$ cat src/rtl/sqrt_share_arbiter.sv
// Round-robin front end that time-shares one fixed-latency sqrt unit across NUM_REQ lanes,
// tracks requester tags alongside the unit and buffers results in a credit-guarded FIFO.
module sqrt_share_arbiter #(
  parameter int NUM_REQ    = 4,
  parameter int TAG_W      = 2,
  parameter int FIFO_DEPTH = 4,
  parameter int SQRT_LAT   = 3
) (
  input  logic                   clk,
  input  logic                   reset,
  input  logic [NUM_REQ-1:0]     req_valid,
  input  logic [NUM_REQ*11-1:0]  req_x,
  output logic [NUM_REQ-1:0]     req_ready,
  output logic [10:0]            sq_x,
  input  logic [10:0]            sq_y,
  output logic                   out_valid,
  input  logic                   out_ready,
  output logic [10:0]            out_y,
  output logic [TAG_W-1:0]       out_tag,
  output logic                   out_clamped,
  output logic                   idle
);
  localparam int FW = $clog2(FIFO_DEPTH);
  localparam int CW = FW + 1;
  localparam logic [10:0] X_MIN = 11'd512;

  typedef struct packed {
    logic [10:0]      y;
    logic [TAG_W-1:0] tag;
    logic             clamped;
  } entry_t;

  logic [TAG_W-1:0]             rr_ptr_q, rr_ptr_d;
  logic [CW-1:0]                credits_q, credits_d;
  logic [10:0]                  sq_x_q, sq_x_d;
  logic [SQRT_LAT:0]            pv_q, pv_d;
  logic [SQRT_LAT:0]            pcl_q, pcl_d;
  logic [SQRT_LAT:0][TAG_W-1:0] ptag_q, ptag_d;
  entry_t                       mem_q [FIFO_DEPTH];
  entry_t                       mem_d [FIFO_DEPTH];
  logic [FW-1:0]                wr_ptr_q, wr_ptr_d, rd_ptr_q, rd_ptr_d;
  logic [CW-1:0]                cnt_q, cnt_d;

  logic             gnt_found;
  logic [TAG_W-1:0] gnt_idx;
  logic [10:0]      x_sel, x_cl;
  logic             x_low, accept, push, pop;
  entry_t           head;

  // Scan from rr_ptr upward with wrap; first valid lane wins.
  always_comb begin
    logic [TAG_W:0] sum;
    sum       = '0;
    gnt_found = 1'b0;
    gnt_idx   = '0;
    for (int i = 0; i < NUM_REQ; i++) begin
      sum = {1'b0, rr_ptr_q} + (TAG_W+1)'(i);
      if (sum >= (TAG_W+1)'(NUM_REQ)) sum = sum - (TAG_W+1)'(NUM_REQ);
      if (!gnt_found && req_valid[sum[TAG_W-1:0]]) begin
        gnt_found = 1'b1;
        gnt_idx   = sum[TAG_W-1:0];
      end
    end
  end

  always_comb begin
    x_sel = '0;
    for (int i = 0; i < NUM_REQ; i++)
      if (gnt_idx == TAG_W'(i)) x_sel = req_x[i*11 +: 11];
  end

  assign x_low  = x_sel < X_MIN;
  assign x_cl   = x_low ? X_MIN : x_sel;
  assign accept = gnt_found && (credits_q != '0);
  assign push   = pv_q[SQRT_LAT];
  assign pop    = out_valid & out_ready;

  always_comb begin
    req_ready = '0;
    if (accept) req_ready[gnt_idx] = 1'b1;
  end

  always_comb begin
    rr_ptr_d = rr_ptr_q;
    if (accept)
      rr_ptr_d = (gnt_idx == TAG_W'(NUM_REQ - 1)) ? '0 : gnt_idx + TAG_W'(1);
    sq_x_d = accept ? x_cl : sq_x_q;
    pv_d   = {pv_q[SQRT_LAT-1:0], accept};
    pcl_d  = {pcl_q[SQRT_LAT-1:0], x_low};
    ptag_d = {ptag_q[SQRT_LAT-1:0], gnt_idx};

    mem_d    = mem_q;
    wr_ptr_d = wr_ptr_q;
    rd_ptr_d = rd_ptr_q;
    if (push) begin
      mem_d[wr_ptr_q] = '{y: sq_y, tag: ptag_q[SQRT_LAT], clamped: pcl_q[SQRT_LAT]};
      wr_ptr_d        = wr_ptr_q + FW'(1);
    end
    if (pop) rd_ptr_d = rd_ptr_q + FW'(1);
    cnt_d = cnt_q + CW'(push) - CW'(pop);
    // Credits cover FIFO slots plus results still inside the unit.
    credits_d = credits_q - CW'(accept) + CW'(pop);
  end

  always_ff @(posedge clk) begin
    if (reset) begin
      rr_ptr_q  <= '0;
      credits_q <= CW'(FIFO_DEPTH);
      sq_x_q    <= '0;
      pv_q      <= '0;
      pcl_q     <= '0;
      ptag_q    <= '0;
      for (int i = 0; i < FIFO_DEPTH; i++) mem_q[i] <= '0;
      wr_ptr_q  <= '0;
      rd_ptr_q  <= '0;
      cnt_q     <= '0;
    end else begin
      rr_ptr_q  <= rr_ptr_d;
      credits_q <= credits_d;
      sq_x_q    <= sq_x_d;
      pv_q      <= pv_d;
      pcl_q     <= pcl_d;
      ptag_q    <= ptag_d;
      mem_q     <= mem_d;
      wr_ptr_q  <= wr_ptr_d;
      rd_ptr_q  <= rd_ptr_d;
      cnt_q     <= cnt_d;
    end
  end

  always_ff @(posedge clk)
    if (!reset) assert (!(push && cnt_q == CW'(FIFO_DEPTH)));

  assign head        = mem_q[rd_ptr_q];
  assign sq_x        = sq_x_q;
  assign out_valid   = (cnt_q != '0);
  assign out_y       = head.y;
  assign out_tag     = head.tag;
  assign out_clamped = head.clamped;
  assign idle        = (pv_q == '0) && (cnt_q == '0);

endmodule

$ cat config.mk
export PLATFORM = sky130hd
export DESIGN_NAME = sqrt_share_arbiter
export DESIGN_NICKNAME = d
export VERILOG_FILES = /design/src/rtl/sqrt_share_arbiter.sv
export SDC_FILE = /design/constraint.sdc
export NUM_CORES = 1
export LEC_CHECK = 0
export ABC_AREA = 0
export BUFFER_PORTS_ARGS = -buffer_cell sky130_fd_sc_hd__buf_2
export CORE_AREA = 2 2 122 94
export CTS_BUF_LIST = sky130_fd_sc_hd__clkbuf_8 sky130_fd_sc_hd__clkbuf_16
export CTS_CLUSTER_DIAMETER = 120
export DETAILED_ROUTE_END_ITERATION = 7
export DIE_AREA = 0 0 124 96
export PLACE_DENSITY = 0.72
export SLEW_MARGIN = 15
export SYNTH_ARGS = -nofsm -noshare
export SYNTH_HDL_FRONTEND = slang
export SYNTH_SLANG_ARGS = --single-unit
$ cat constraint.sdc
create_clock -name clk -period 6 [get_ports clk]
set_input_delay 0.3 -clock clk [delete_from_list [all_inputs] [get_ports clk]]
set_output_delay 0.3 -clock clk [all_outputs]
set_load 0.1 [all_outputs]
# Word level (Yosys, flattened, before mapping)
# Index checks and enable logic that the tools add are counted.
dict set report totals {
  register_bits 95
  inputBits 62
  out_inout_bits 31
}
dict set report op_classes {
  n_addsub 14
  n_lt_le_gt_ge 14
  n_eq_ne 3
  mux 35
  bitwise 3
  n_reduce_logical 15
}
# cell n
set ops {}
lappend ops {{$bwmux 56} 1}
lappend ops {{$mux 11} 5}
lappend ops {{$mux 14} 3}
lappend ops {{$bmux 14 s2} 1}
lappend ops {{$demux 14 s2} 1}
lappend ops {{$mux 2} 9}
lappend ops {{$ge 3x3->1 const B} 5}
lappend ops {{$lt 2x3->1 const B} 5}
lappend ops {{$lt 11x10->1 const B} 1}
lappend ops {{$mux 1} 9}
lappend ops {{$bmux 1 s2} 4}
lappend ops {{$sub 2x1->2 const B} 4}
lappend ops {{$logic_and 1x1->1} 7}
lappend ops {{$add 2x1->2 const B} 3}
lappend ops {{$add 2x2->3 const B} 2}
lappend ops {{$add 3x1->3} 2}
lappend ops {{$not 2->3} 2}
lappend ops {{$reduce_bool 3->1} 2}
lappend ops {{$sub 3x1->3} 2}
lappend ops {{$eq 2x2->1 const B} 2}
lappend ops {{$logic_not 4->1} 1}
lappend ops {{$mux 4} 1}
lappend ops {{$add 2x1->3 const B} 1}
lappend ops {{$ge 2x3->1 const B} 1}
lappend ops {{8 further kinds} 10}

# Longest topological paths before layout
# Gate-level depths: netlist (run 1).
dict set report logic_depth {
  depth_word 21
  ltp_mapped 11
  mapped_depth_nobuf 11
}

# Least setup slack after synthesis (run 1)
# OpenSTA, ideal clock, no wires.
dict set report synth_path {
  kind {flip-flop to output port}
  start {register cnt_q[1]}
  end {output port idle}
  arrival_time_ps 2564
  setup_slack_ps 3136
  stages_incl_launch_ff 3
  path_buffers 0
  cell_sequence {dfxtp_1 or3_1 nor2_1}
}
dict set report synth_between {
  elab_chain_cells 2
}
# item line_no
set synth_rtl {}
lappend synth_rtl {{start, declared} 42} ;# logic [CW-1:0] cnt_q, cnt_d;
lappend synth_rtl {{start signal, assigned} 127} ;# cnt_q <= cnt_d;
lappend synth_rtl {{$logic_not 3->1} 140} ;# assign idle = (pv_q == '0) && (cnt_q == '0);
lappend synth_rtl {{$logic_and 1x1->1} 140}
lappend synth_rtl {{end, declared} 21} ;# output logic idle
# No other way between the ends.

# Worst setup path in the final report (run 1)
dict set report layout_path {
  start {register rr_ptr_q[0]}
  end {output port req_ready[1]}
}
dict set report layout_between {
  elab_chain_cells 19
  elab_cells_between_ends 44
  cone_classes {7 x add/sub; 6 x order compare; 23 x mux; 8 x reduce/logical}
}
# item line_no
set layout_rtl {}
lappend layout_rtl {{start, declared} 33} ;# logic [TAG_W-1:0] rr_ptr_q, rr_ptr_d;
lappend layout_rtl {{start signal, assigned} 118} ;# rr_ptr_q <= rr_ptr_d;
lappend layout_rtl {{parallel branches: the longest is 13 deep, another holds $add 2x1->3} n/a}
lappend layout_rtl {{$mux 2 (*)} 59} ;# if (!gnt_found && req_valid[sum[TAG_W-1:0]]) begin
lappend layout_rtl {{named net gnt_idx[0]} 45} ;# logic [TAG_W-1:0] gnt_idx;
lappend layout_rtl {{$lt 2x3->1 (implied by the code) or $ge 2x1->1 (tied branches)} 80} ;# if (accept) req_ready[gnt_idx] = 1'b1;
lappend layout_rtl {{$logic_and 1x1->1 (implied by the code)} 80}
lappend layout_rtl {{$mux 1 (implied by the code)} 80}
lappend layout_rtl {{$demux 1 s2 (*)} 80}
lappend layout_rtl {{$mux 4 (*)} 80}
lappend layout_rtl {{end, declared} 13} ;# output logic [NUM_REQ-1:0] req_ready,
# Mark *: on every way through the listed nets, which the timed path passes. The select of a mux whose other input is x is not followed.

==> results of run 1 <==
## cells by family (layout without fill, tap and decap cells)
kind of cell / count (synthesis) / in the layout / synth area share
compound gates: 97 / 97 / 0.1482
xor+xnor: 7 / 7 / 0.01461
fa+ha+maj: 14 / 14 / 0.04533
buf+inv: 47 / 125 / 0.04980
flops: 95 / 95 / 0.4533
mux: 17 / 17 / 0.08231
simple gates: 199 / 199 / 0.2064
## cells in the final DEF (no fill, tap or decap), types with 2 or more instances in the layout
cell	n
or3_1	2
clkinv_4	2
nor2b_1	16
inv_1	15
buf_4	2
a21oi_1	58
mux2i_1	3
buf_2	92
o221ai_1	9
and2_0	4
clkbuf_16	9
dfxtp_1	95
ha_1	12
a211oi_1	3
o22ai_1	2
bufinv_16	2
o32ai_1	9
o211ai_1	10
fa_1	2
xor2_1	3
and2_1	4
mux4_2	14
nand2_1	138
nor2_1	15
xnor2_1	4
nand2b_1	14
## layer usage
layer,up-vias,wire length [um],global-route usage
li1,1763,-,-
met4,0,131,0.06086
met2,87,4930,0.3150
met1,1652,4220,0.2001
met5,-,0,0
met3,12,527,0.03199
## report_power, final
part | internal (W) | switching (W) | total, W
Combinational | 0.000274 | 0.000718 | 0.000992
Clock | 0.000366 | 0.000239 | 0.000604
Sequential | 0.000713 | 0.0000735 | 0.000786
## worst register-to-register path, cell delays in order, from the launching register on
cell,delay (ns)
dfxtp_1,0.37
nand2b_1,0.15
a21oi_1,0.07
a211oi_1,0.48
ha_1,0.71
a211oi_1,0.19
a221oi_2,0.43
a21oi_4,0.12
o32ai_1,0.30
## sequential cells by signal, summed over array words and instances (netlist names)
name,count
cnt_q,3
credits_q,3
mem_q,56
pcl_q,4
ptag_d,6
ptag_q,2
pv_q,4
rd_ptr_q,2
rr_ptr_q,2
sq_x,11
wr_ptr_q,2
## worst max path at each step
stage	endpoint	slack, ns
after floorplan	idle	3.14
after global placement	sq_x[8]	3.26
after detailed placement	sq_x[0]	3.08
after CTS	req_ready[1]	2.95
after global routing	req_ready[1]	2.73
final	req_ready[1]	2.96
## stage by stage
| step | utilization | instances | hold WS, ns | cell area (um2) | power (W) |
|---|---|---|---|---|---|
| 3_5_place_dp | 0.4375 | 679 | 0.4220 | 4697 | 0.001792 |
| 2_1_floorplan | - | 476 | 0.4138 | 4195 | 0.001627 |
| 6_report | 0.4672 | 694 | 0.2251 | 5016 | 0.002382 |
| 5_1_grt | 0.4672 | 694 | 0.2317 | 5016 | 0.002498 |
| 3_3_place_gp | 0.4375 | 679 | 0.4245 | 4697 | 0.001765 |
| 4_1_cts | 0.4672 | 694 | 0.2213 | 5016 | 0.002400 |
## cell type report
class,count,share of cell area
multi-input cells,334,0.4156
flip-flops and latches,95,0.3791
repair buffers,94,0.09479
clock buffers,9,0.04490
well taps,140,0.03492
clock inverters,6,0.01871
inverters,16,0.01197
==> impl_metrics.toml, run 1 <==
[status]
outcome = "finished, final reports clean"

[worst_setup_path]
endpoint_kind = "primary output"
crit_buf_inv = 1
crit_required_ns = 5.70
critPathArrivalTime_ns = 2.74
crit_cells = 6
crit_type = "reg -> out"
crit_chain = "nand2b_1, a21oi_1, a211oi_1, ha_1, and2_1, buf_2"
crit_path_max_fanout = 23
crit-reg2reg-launch = "rr_ptr_q[0]"
slowest_stage = "ha_1"
path_delay_family = "adder cells"
cp-start-kind = "flop"
reg2reg_to = "sq_x[0]"
cpPeakStageDelay_ns = 0.71
r2r_cells = 8
r2r_slack_ns = 3.09
crit_path_start = "rr_ptr_q[0]"

[yosys]
yosysWarnings = 0
seq_area_frac_synth = 0.4533
ys_ff_latch = 95
synth.distinct_cells = 39
ys.flop_type = "dfxtp_1"
synth-edff-count = 0
syn_inst = 476
avgSynthCellArea_um2 = 8.814
yosysTopAreaCellShare = 0.4533
synth_area_leaders = "dfxtp_1, nand2_1, mux4_2, a21oi_1, ha_1"
yosysMostFrequentCell = "nand2_1"
async_flop_share = 0
synth_largest_area_cell = "dfxtp_1"
syn_nets = 552
syn_area_um2 = 4195
synth_common_cells = "nand2_1, dfxtp_1, a21oi_1"

[drt]
antenna_left = 0
drc_errors = 0
dr.pass1.iters = 4
first_iter_violations = 164
routed_wl_um = 9809
vias_per_cell = 5.063
detail_route.wl_per_cell_um = 14.13
vias = 3514

[finish]
drive_above_1_share = 0.2274
nNetsFinal = 626
multi_input_area_um2 = 2085
seq_area_um2 = 1902
diodes = 0
nFillCells = 1019
areaGrowthSynthToFinish_pct = 19.56

[sta]
finalSetupViolCount = 0
rsz0062_at_grt = "false"
fin_tns_setup_ns = 0
slew_headroom = 0.3386
hold_viol_final = 0
worst_pin_slew_ns = 0.9907
timing.final.crit_share = 0.5067
max_freq_ghz = 0.3289
setup_slack_ns = 2.960
final-max-slew-violation-count = 0
fin_crit_ns = 3.040
skew_ns = 0.009638

[die]
die_w_um = 124
core_um2 = 10740
die_h_um = 96
io_pins = 93
start_util = 0.3908
rows = 33
dieArea_um2 = 11900

[clocking]
clockBufferDepth = 2
holdBufCountCts = 0
cts.reportedPaths.clkPinSlew_ns = 0.07
htreeDepth = 3
cts_buffers = 9
cts_tree = "built"
clkSinkCount = 95
cts_setup_buffers = 0
insertion_delay_ns = 0.34
cts-root-buf = "clkbuf_16"
cts_resized = 0

[placed_design]
portBuffers = 92
globalplace.congestion = 0.8266
pre_cts_ws_ns = 3.083
dp_hpwl_um = 6484

[min_path]
whs_endpoint = "mem_q[32]"
hold_start = "sq_y[1]"
min_path_type = "in -> reg"
holdPathStages = 3

[global_route]
antenna_found_initial = 0
grt_max_degree = 96
grt_overflow = 0
grt_pass1_vias = 3580
grt_pass1_wl_um = 16010
grt_usage = 0.1714

[pwr]
p_leak_nw = 1.962
power.density_nw_per_um2 = 474.8
vdd_drop_max_uv = 203.4

[job]
maxCapViolations = 0
Note: power is estimated with default switching activity, not from simulation.
==> run 2, diff against run 1 <==
- PLACE_DENSITY: 0.72 -> 0.74
- clock period: 6 -> 2.6 ns (I/O delays scaled with it)
==> run 2 against run 1 <==
Against the previous run: setup slack lost 2.7 ns; routed wire length grew 3.3%; register-to-register slack got worse by 2.8 ns; cell count grew 1.6%; critical path depth grew 5; highest routed layer unchanged.
==> impl_metrics.toml, run 2 (synthesis gave the netlist of run 1 again) <==
[die]
rows = 33
die_w_um = 124
die_h_um = 96
dieArea_um2 = 11900
core_um2 = 10740
start_util = 0.3908
io_pins = 93

[pwr]
vdd_drop_max_uv = 603.9
p_leak_nw = 2.019
total_power_w = 0.005606
power.density_nw_per_um2 = 1094

[drt]
vias = 3644
detail_route.wl_per_cell_um = 14.38
drc_errors = 0
dr.pass1.iters = 4
vias_per_cell = 5.169
first_iter_violations = 148
routed_wl_um = 10140
antenna_left = 0

[clocking]
holdBufCountCts = 0
cts_tree = "built"
cts.reportedPaths.clkPinSlew_ns = 0.07
htreeDepth = 3
cts_setup_buffers = 0
insertion_delay_ns = 0.34
clkSinkCount = 95
clockBufferDepth = 2
cts_buffers = 9
cts-root-buf = "clkbuf_16"

[finish]
drive_above_1_share = 0.2478
areaGrowthSynthToFinish_pct = 22.13
largest_register_ff_count = 56
layout.cells.most_common_list = "nand2_1, dfxtp_1, buf_2"
fin_util = 0.4773
layout_commonest_cell = "nand2_1"
nNetsFinal = 638
largest-register = "mem_q"
diodes = 0

[sta]
timing.final.crit_share = 0.9052
hold_viol_final = 0
max_freq_ghz = 0.4249
finalSetupViolCount = 0
hold_ws_ns = 0.05721
fin_crit_ns = 2.354
worst_pin_slew_ns = 0.8252
rsz0062_at_grt = "false"
skew_ns = 0.009166
fin_tns_setup_ns = 0
slew_headroom = 0.4499
final-max-slew-violation-count = 0

[global_route]
grt_pass1_vias = 3584
grt_overflow = 0
grt_max_degree = 81
grt_usage = 0.1779
grt_pass1_wl_um = 16480
antenna_found_initial = 0

[worst_setup_path]
crit_required_ns = 2.79
slowest_stage = "or3_4"
endpoint_kind = "flop"
cp-start-kind = "flop"
path_delay_family = "adder cells"
crit_path_max_fanout = 4
r2r_slack_ns = 0.25
crit-reg2reg-launch = "cnt_q[1]"
reg2reg_to = "cnt_q[2]"
r2r_cells = 11
cpPeakStageDelay_ns = 0.42
crit_buf_inv = 3
crit_top_cell = "inv_1"
crit_chain = "or3_4, nand2_1, inv_1, ha_1, inv_1, ha_1, inv_1, fa_1, xor2_1, xnor2_1, nor2_1"
crit_type = "reg -> reg"
critPathArrivalTime_ns = 2.54

[min_path]
hold_start = "sq_y[3]"
min_path_type = "in -> reg"
holdPathStages = 3
whs_endpoint = "mem_q[48]"

[placed_design]
dp_hpwl_um = 6980
globalplace.congestion = 0.8179
portBuffers = 92

[status]
outcome = "finished, final reports clean"

[job]
maxCapViolations = 0
run 2: changes by cell type in the layout (fill, tap and decap cells not counted), sizes merged:
cell,change
buf,+12
clkinv,-2
clkinvlp,+1
run 2: layout make-up:
| cell class | instances | area, um2 |
|---|---|---|
| fillers | 1001 | 5612 |
| multi-input cells | 334 | 2097 |
| flip-flops and latches | 95 | 1902 |
| repair buffers | 106 | 580.6 |
| clock buffers | 9 | 225.2 |
| well taps | 140 | 175.2 |
| clock inverters | 5 | 83.83 |
| inverters | 16 | 60.06 |
run 2: worst max path at each step:
stage	end	startpoint	cells after the start	slack [ns]
after global routing	sq_x[3]	rr_ptr_q[0]	9	0.01
final	cnt_q[2]	cnt_q[1]	11	0.25
after floorplan	credits_q[2]	credits_q[1]	11	0.14
after detailed placement	sq_x[0]	rr_ptr_q[0]	9	0.12
after CTS	req_ready[0]	rr_ptr_q[0]	7	0.08
after global placement	sq_x[0]	rr_ptr_q[0]	9	0.29
run 2: per-layer routing:
metal | vias to the layer above | global-route usage | wire [um]
met4 | 0 | 0.06648 | 163
met3 | 15 | 0.03791 | 511
met5 | - | 0 | 0
met1 | 1758 | 0.2166 | 4272
met2 | 94 | 0.3109 | 5189
li1 | 1777 | - | -
run 2: report_power, final:
part	leakage (nW)	switching (W)	internal [W]
combinational	1.10	0.00173	0.000728
sequential	0.772	0.000138	0.00164
clock	0.144	0.000534	0.000834
run 2: what timing repair did:
item,4_1_cts,5_1_grt
setup endpoints to repair,0,13
endpoints found under the hold margin,0,0
resized for setup,0,2
run 2: metrics by stage:
step | setup slack [ns] | cells | area, um2
after floorplan | 0.1373 | 476 | 4200
after global placement | 0.2943 | 691 | 4807
after detailed placement | 0.1250 | 691 | 4807
after CTS | 0.07875 | 705 | 5116
after global routing | 0.009617 | 705 | 5124
final | 0.2464 | 705 | 5124
run 2: tightest hold or removal path, cell delays in order:
cell,delay [ns]
buf_2,0.12
nand2_1,0.05
a21oi_1,0.05
==> run 3, diff against run 2 <==
- CORE_AREA: 2 2 122 94 -> 2 2 128 80
- DIE_AREA: 0 0 124 96 -> 0 0 130 82
- PLACE_DENSITY: 0.74 -> 0.81
==> run 3 against run 2 <==
Against the previous run: sequential cell count unchanged; combinational power about the same; fmax decreased by 1.9%; die area fell by 10%; clock skew is 0.0026 ns lower; count of clock-buffer cells in the layout did not move; final area is 0.17% higher.
==> impl_metrics.toml, run 3 (synthesis gave the netlist of run 1 again) <==
[global_route]
grt_overflow = 0
antenna_found_initial = 0
grt_usage = 0.1954
grt_pass1_vias = 3505
grt_max_degree = 37
grt_pass1_wl_um = 16260

[clocking]
cts-root-buf = "clkbuf_16"
clockBufferDepth = 2
cts.reportedPaths.clkPinSlew_ns = 0.07
htreeDepth = 3
cts_setup_buffers = 0
cts_buffers = 9
cts_tree = "built"
holdBufCountCts = 0
clkSinkCount = 95
cts_resized = 0
insertion_delay_ns = 0.33

[die]
die_w_um = 130
dieArea_um2 = 10660
core_um2 = 9564
rows = 28
die_h_um = 82
io_pins = 93
start_util = 0.4386

[pwr]
vdd_drop_max_uv = 633.1
p_leak_nw = 2.037
power.density_nw_per_um2 = 1095

[worst_setup_path]
crit_required_ns = 2.83
r2r_cells = 9
critPathArrivalTime_ns = 2.63
crit_path_max_fanout = 10
cp-start-kind = "flop"
crit_type = "reg -> reg"
endpoint_kind = "flop"

[finish]
nNetsFinal = 640
largest_register_ff_count = 56
layout_commonest_cell = "nand2_1"
diodes = 0
multi_input_area_um2 = 2095
areaGrowthSynthToFinish_pct = 22.34
nFillCells = 851
drive_above_1_share = 0.2500
seq_area_um2 = 1902
layout.cells.most_common_list = "nand2_1, dfxtp_1, buf_2"
largest-register = "mem_q"

[drt]
antenna_left = 0
vias = 3618
routed_wl_um = 10250
drc_errors = 0
drt-met1-wl_um = 4590
vias_per_cell = 5.147
met3_length_um = 674
wl_met2_um = 4858
top_layer_used = "met4"
dr.pass1.iters = 5
detail_route.wl_per_cell_um = 14.58
first_iter_violations = 211

[sta]
max_freq_ghz = 0.4166
skew_ns = 0.006562
timing.final.crit_share = 0.9231
fin_crit_ns = 2.400
fin_tns_setup_ns = 0
hold_ws_ns = 0.06192
rsz0062_at_grt = "false"
worst_pin_slew_ns = 0.6439
hold_viol_final = 0
slew_headroom = 0.5697
finalSetupViolCount = 0
final-max-slew-violation-count = 0

[min_path]
holdPathStages = 3
min_path_type = "in -> reg"

[placed_design]
dp_hpwl_um = 7335
portBuffers = 92
globalplace.congestion = 0.8102

[status]
outcome = "finished, final reports clean"

[job]
maxCapViolations = 0
## run 3: worst paths after layout
check | startpoint | endpoint | slack [ns]
hold / removal | sq_y[7] | mem_q[52] | 0.06
setup reg to reg | rr_ptr_q[0] | sq_x[6] | 0.20
hold reg to reg | pcl_q[0] | pcl_q[1] | 0.44
setup / recovery | rr_ptr_q[0] | sq_x[6] | 0.20
## run 3: report_power, final
group          internal, W  switching, W
logic             0.000734       0.00172
clock network     0.000835      0.000535
registers          0.00165      0.000153
total              0.00321       0.00241
## run 3: area by class of cell
class / count / area share
multi-input combinational: 334 / 0.4081
clock buffer: 9 / 0.04388
timing repair buffer: 108 / 0.1160
inverter: 16 / 0.01170
sequential: 95 / 0.3706
tap: 135 / 0.03291
clock inverter: 6 / 0.01682
## run 3: worst max-delay path, cell delays in order (launching register included)
cell	delay, ns
dfxtp_1	0.38
nand2b_1	0.14
a21oi_1	0.07
a211oi_2	0.34
inv_1	0.14
ha_1	0.28
nor3b_1	0.17
a221oi_2	0.33
a21oi_4	0.12
o32ai_1	0.32
## run 3: through the flow
step             util  cell area (um2)  total power, W  setup slack (ns)  std cells
4_1_cts        0.5361             5127        0.005643           0.05455        703
2_1_floorplan       -             4200        0.003768            0.1373        476
5_1_grt        0.5366             5132        0.005901           0.02809        703
6_report       0.5366             5132        0.005620            0.1999        703
3_5_place_dp   0.5035             4816        0.004271           0.05877        688
3_3_place_gp   0.5035             4816        0.004192            0.2579        688
## run 3: layer usage
metal,global-route usage,vias up
met4,0.06022,0
met2,0.3251,107
met5,0,-
met3,0.05016,16
met1,0.2523,1705
li1,-,1790
